File: src/rtl/sap_ctrl_pkg.sv
// sap_ctrl_pkg: control-bit map, opcodes, fetch words and execute microcode table for the SAP sequencer
package sap_ctrl_pkg;
    localparam int B_HLT = 15;
    localparam int B_J   = 1;
    localparam int B_NXT = 0;
    localparam logic [15:0] M_HLT = 16'h8000;
    localparam logic [15:0] M_MI  = 16'h4000;
    localparam logic [15:0] M_RI  = 16'h2000;
    localparam logic [15:0] M_RO  = 16'h1000;
    localparam logic [15:0] M_IO  = 16'h0800;
    localparam logic [15:0] M_II  = 16'h0400;
    localparam logic [15:0] M_AI  = 16'h0200;
    localparam logic [15:0] M_AO  = 16'h0100;
    localparam logic [15:0] M_EO  = 16'h0080;
    localparam logic [15:0] M_SU  = 16'h0040;
    localparam logic [15:0] M_BI  = 16'h0020;
    localparam logic [15:0] M_OI  = 16'h0010;
    localparam logic [15:0] M_CE  = 16'h0008;
    localparam logic [15:0] M_CO  = 16'h0004;
    localparam logic [15:0] M_J   = 16'h0002;
    localparam logic [15:0] M_NXT = 16'h0001;
    localparam logic [7:0] OP_NOP = 8'd0;
    localparam logic [7:0] OP_LDA = 8'd1;
    localparam logic [7:0] OP_ADD = 8'd2;
    localparam logic [7:0] OP_SUB = 8'd3;
    localparam logic [7:0] OP_STA = 8'd4;
    localparam logic [7:0] OP_LDI = 8'd5;
    localparam logic [7:0] OP_JMP = 8'd6;
    localparam logic [7:0] OP_JC  = 8'd7;
    localparam logic [7:0] OP_JZ  = 8'd8;
    localparam logic [7:0] OP_OUT = 8'd14;
    localparam logic [7:0] OP_HLT = 8'd15;
    localparam logic [15:0] T0_CW = M_MI | M_CO;
    localparam logic [15:0] T1_CW = M_RO | M_II | M_CE;

    function automatic logic is_legal(input logic [7:0] op);
        return op <= OP_JZ || op == OP_OUT || op == OP_HLT;
    endfunction

    // execute-phase words; anything not listed (including undefined opcodes) behaves as NOP
    function automatic logic [15:0] ucode_lookup(input logic [7:0] op, input logic [3:0] st);
        logic [15:0] cw;
        case (op)
            OP_LDA: cw = st == 4'd2 ? M_IO | M_MI : st == 4'd3 ? M_RO | M_AI | M_NXT : '0;
            OP_ADD: cw = st == 4'd2 ? M_IO | M_MI : st == 4'd3 ? M_RO | M_BI : st == 4'd4 ? M_EO | M_AI | M_NXT : '0;
            OP_SUB: cw = st == 4'd2 ? M_IO | M_MI : st == 4'd3 ? M_RO | M_BI : st == 4'd4 ? M_EO | M_SU | M_AI | M_NXT : '0;
            OP_STA: cw = st == 4'd2 ? M_IO | M_MI : st == 4'd3 ? M_AO | M_RI | M_NXT : '0;
            OP_LDI: cw = st == 4'd2 ? M_IO | M_AI | M_NXT : '0;
            OP_JMP, OP_JC, OP_JZ: cw = st == 4'd2 ? M_IO | M_J | M_NXT : '0;
            OP_OUT: cw = st == 4'd2 ? M_AO | M_OI | M_NXT : '0;
            OP_HLT: cw = st == 4'd2 ? M_HLT : '0;
            default: cw = st == 4'd2 ? M_NXT : '0;
        endcase
        return cw;
    endfunction
endpackage

File: src/rtl/sap_ucode_rom.sv
// sap_ucode_rom: combinational fetch/execute table with flag-qualified jump; SAP_ILLEGAL_TRAP_EN enables illegal-opcode reporting
module sap_ucode_rom
    import sap_ctrl_pkg::*;
#(
    parameter int OPCODE_W = 4,
    parameter int STEP_W   = 3
) (
    input  logic [OPCODE_W-1:0] opcode,
    input  logic [STEP_W-1:0]   step,
    input  logic [1:0]          flags,
    output logic [15:0]         cw,
    output logic                illegal
);
    logic [7:0]  op;
    logic [3:0]  st;
    logic [15:0] raw;
    logic        j_ok;

    // fetch words are opcode-independent; JC/JZ keep IO and NXT but drop J when the flag is clear
    always_comb begin
        op = 8'(opcode);
        st = 4'(step);
        raw = st == 4'd0 ? T0_CW : st == 4'd1 ? T1_CW : ucode_lookup(op, st);
        j_ok = op == OP_JC ? flags[0] : op == OP_JZ ? flags[1] : 1'b1;
        cw = j_ok ? raw : raw & ~M_J;
`ifdef SAP_ILLEGAL_TRAP_EN
        illegal = !is_legal(op);
`else
        illegal = 1'b0;
`endif
    end
endmodule

File: src/rtl/sap_microcode_sequencer.sv
// sap_microcode_sequencer: falling-edge microstep counter, halt and run gating around the microcode ROM; SAP_ILLEGAL_TRAP_EN adds illegal_op
module sap_microcode_sequencer
    import sap_ctrl_pkg::*;
#(
    parameter int OPCODE_W  = 4,
    parameter int NUM_STEPS = 8,
    parameter int CW_W      = 16,
    localparam int STEP_W   = $clog2(NUM_STEPS)
) (
    input  logic                clk,
    input  logic                reset,
    input  logic [OPCODE_W-1:0] opcode,
    input  logic [1:0]          flags,
    input  logic                step_en,
    output logic [CW_W-1:0]     ctrl_word,
    output logic [STEP_W-1:0]   step,
    output logic                instr_done,
`ifdef SAP_ILLEGAL_TRAP_EN
    output logic                illegal_op,
`endif
    output logic                halted
);
    localparam logic [STEP_W-1:0] LAST  = STEP_W'(NUM_STEPS - 1);
    localparam logic [STEP_W-1:0] EXEC0 = STEP_W'(2);

    logic [15:0] rom_cw;
    logic [15:0] cw;
    logic        rom_illegal;
    logic        active;
    logic        trap;
    logic        wrap;

    sap_ucode_rom #(.OPCODE_W(OPCODE_W), .STEP_W(STEP_W)) u_rom (
        .opcode  (opcode),
        .step    (step),
        .flags   (flags),
        .cw      (rom_cw),
        .illegal (rom_illegal)
    );

    // gate the decoded word by reset, halt and the run switch; the last step always ends the instruction
    always_comb begin
        active = reset & step_en & !halted;
        trap = active & rom_illegal & (step == EXEC0);
        cw = trap ? '0 : rom_cw;
        wrap = cw[B_NXT] | (step == LAST);
        ctrl_word = CW_W'(!reset ? 16'h0000 : halted ? M_HLT : active ? cw : 16'h0000);
        instr_done = active & !trap & wrap;
    end

    // step and halt advance on the falling edge so the word is settled at the datapath's rising edge
    always_ff @(negedge clk or negedge reset) begin
        if (!reset) begin
            step <= '0;
            halted <= 1'b0;
        end else if (active) begin
            step <= wrap ? '0 : step + STEP_W'(1);
            halted <= cw[B_HLT] | trap;
        end
    end

`ifdef SAP_ILLEGAL_TRAP_EN
    // illegal-opcode indication stays set until reset
    always_ff @(negedge clk or negedge reset) begin
        if (!reset) illegal_op <= 1'b0;
        else if (trap) illegal_op <= 1'b1;
    end
`endif
endmodule

File: config.mk
export PLATFORM = sky130hd
export DESIGN_NAME = sap_microcode_sequencer
export DESIGN_NICKNAME = d
export VERILOG_FILES = /design/src/rtl/sap_ctrl_pkg.sv /design/src/rtl/sap_ucode_rom.sv /design/src/rtl/sap_microcode_sequencer.sv
export SDC_FILE = /design/constraint.sdc
export NUM_CORES = 1
export LEC_CHECK = 0
export ABC_AREA = 1
export CELL_PAD_IN_SITES_DETAIL_PLACEMENT = 0
export CELL_PAD_IN_SITES_GLOBAL_PLACEMENT = 2
export CORE_MARGIN = 5
export CORE_UTILIZATION = 26
export DETAILED_ROUTE_END_ITERATION = 10
export DONT_BUFFER_PORTS = 1
export GPL_TIMING_DRIVEN = 0
export PLACE_DENSITY = 0.84
export SLEW_MARGIN = 10
export SYNTH_ARGS = -nofsm -noshare
export SYNTH_HDL_FRONTEND = slang
export SYNTH_HIERARCHICAL = 1
export SYNTH_SLANG_ARGS = --single-unit
File: constraint.sdc
create_clock -name clk -period 1.5 [get_ports clk]
set_input_delay 0.3 -clock clk [delete_from_list [all_inputs] [get_ports clk]]
set_output_delay 0.3 -clock clk [all_outputs]
set_load 0.1 [all_outputs]
==> flow_summary.yaml <==
sta:
  fin_tns_setup_ns: -42.88
  layout_setup_ws_ns: -2.435
  rsz0062_at_grt: "yes"
  slew_violations: 0
  hold_viol_final: 0
  holdWs_ns: 0.3887
  finalClockSkew_ns: 0.001271
  setup_viol: 25
  slew_headroom_pct: 23.36
  worstMarginPinSlew_ns: 1.150
worst_setup_path:
  worstRegToRegCells: 10
  worstSetupPathType: "reg -> out"
  reg2reg_from: "step[1]"
  worstPathRequired_ns: 1.20
  startpoint_type: "flop"
  cp_max_fo: 5
  endpoint_kind: "primary output"
  cp.arrival_ns: 3.64
  rr_endpoint: "step[0]"
  r2r_slack_ns: -0.80
power_and_ir_drop:
  p_int_w: 0.0007987
  p_leak_nw: 0.5591
  p_clk_share_pct: 5.9
  swShare_pct: 64.16
  power_switching_w: 0.001430
  pwr-share-comb_pct: 65.2
  ir_worst_vdd_mv: 1.555
  seq_power_share_pct: 28.9
  power_density_nw_per_um2: 1731
logic_synthesis:
  yosysUniqueCellTypes: 22
  synth_nets: 149
  yosys-top-cells-area: "nor2_1, inv_1, dfrtn_1"
  netlist.area_leader.share_pct: 15.18
  yosys.area.top_type: "nor2_1"
  synth_area_um2: 742.0
  ys_ff_latch: 4
  synthCells: 137
  yosysSeqAreaShare_pct: 13.49
  synth_warnings: 6
  avgSynthCellArea_um2: 5.416
cells_and_area:
  instances_no_fill: 190
  n_antenna_cell: 0
  final_cell_mix: "nor2_4, nand2_1, inv_1, inv_2, buf_6"
  multi_input_area_um2: 763.2
  nFillCells: 288
  design_area_um2: 1287
  finalNetCount: 173
  drive_above_1_share_pct: 57.86
  seq_area_um2: 100.1
  area_growth_pct: 73.52
  final_common_cell: "nor2_4"
clock_network:
  worstSkewPairLatency_ns: 0.24
  clk_pin_slew_worst_paths_ns: 0.03
  cts_buffer_depth: 2
  cts_made_buffers: 3
  cts.sinks: 4
  cts_tree: "built"
  htreeDepth: 1
  cts_root_buf: "clkbuf_4"
place:
  place_hpwl_mm: 1.615
  pre_cts_slack_ns: -2.185
  placed_area_um2: 925.9
  dp_cells: 168
  routabilityCongestion: 0.8340
  port_buffers: 0
run_status:
  outcome: "complete, but fails checks"
  failed_checks: "negative setup slack"
global_routing:
  grt_pass1_wl_mm: 3.774
  antenna_found_initial: 0
  track_usage_pct: 10.98
  grt_max_degree: 11
  grt_pass1_vias: 867
  overflow: 0
drt:
  drt-vias-per-instance: 4.632
  drc_errors: 0
  vias: 880
  final_antenna_net_count: 0
  wire_per_inst_um: 12.08
  routed_wl_mm: 2.296
  first_iter_violations: 5
  first_pass_iters: 4
die:
  fp.dieW_um: 63.42
  dieHeight_um: 63.42
  dieArea_um2: 4022
  coreArea_um2: 2758
  rows: 19
  io_pins: 30
  initial_core_util_pct: 26.91
run:
  max_cap_violations: 0
min_path:
  min_path_type: "in -> async"
## cells in the mapped netlist (all sizes together)
library cell / instances
buf: 4
dfrtn: 4
inv: 31
nor3: 4
o21ai: 4
nand3b: 1
a21oi: 1
nand2: 34
nor2: 36
o211ai: 1
ha: 3
nor4: 1
conb: 1
nand3: 9
nand4: 3
## final cells by class
| cell class | count | area share (%) |
|---|---|---|
| well taps | 31 | 3.013 |
| repair buffers | 19 | 15.55 |
| inverters | 31 | 9.329 |
| plain buffers | 4 | 3.304 |
| multi-input cells | 98 | 59.28 |
| flip-flops and latches | 4 | 7.775 |
| clock buffers | 3 | 1.749 |
## worst max-delay path, cell delays in order, from the launching register on
cell and delay [ns]:
dfrtn_1 1.08, inv_2 0.16, nand2_2 0.16, nor2_4 0.07, nand2_2 0.08, nand2_1 0.06
nor2_1 0.12, nand3_2 0.10, o211ai_1 0.29, clkinvlp_4 0.50
## through the flow
stage / total power [W] / util (%)
after global routing: 0.002363 / 46.69
final: 0.002229 / 46.69
after detailed placement: 0.001566 / 33.58
after global placement: 0.001562 / 33.58
after floorplan: 0.001450 / -
after CTS: 0.001995 / 40.79
## per-layer routing
metal | GRT usage, % | vias to the layer above | wire (µm)
li1 | - | 453 | -
met1 | 11.90 | 403 | 849
met2 | 20.69 | 22 | 1279
met3 | 2.664 | 2 | 151
met4 | 3.117 | 0 | 16
met5 | 0 | - | 0
## sequential cells by signal, summed over array words and instances, names as in the netlist
signal  count
step        3
halted      1
## cells by family after synthesis
group,share of synthesized area [%]
simple gates,56.33
compound gates,4.384
other cells,0.5054
flops,13.49
fa+ha+maj,5.060
buf+inv,20.24
## worst max path at each step
stage	cells after the start	startpoint	slack, ns	end
after floorplan	9	step[0]	-1.93	instr_done
after CTS	9	step[0]	-2.45	instr_done
final	9	step[2]	-2.44	instr_done
after global routing	9	step[2]	-2.54	instr_done
after global placement	9	step[0]	-2.19	instr_done
after detailed placement	9	step[0]	-2.18	instr_done
## what timing repair did
item                                    4_1_cts  5_1_grt
gates resized for setup                      16       34
hold buffers                                  0        0
endpoints found under the setup margin       25       25
setup buffers                                14        7
pin swaps                                    17       26
## power by group through the flow
stage / Clock [W] / Combinational, W / Sequential (W)
after floorplan: 0 / 0.000835 / 0.000615
after global placement: 0 / 0.000915 / 0.000647
after detailed placement: 0 / 0.000918 / 0.000648
after CTS: 0.000136 / 0.00122 / 0.000640
after global routing: 0.000142 / 0.00156 / 0.000657
final: 0.000131 / 0.00145 / 0.000643
No activity file was read; power rests on OpenSTA's default activity.
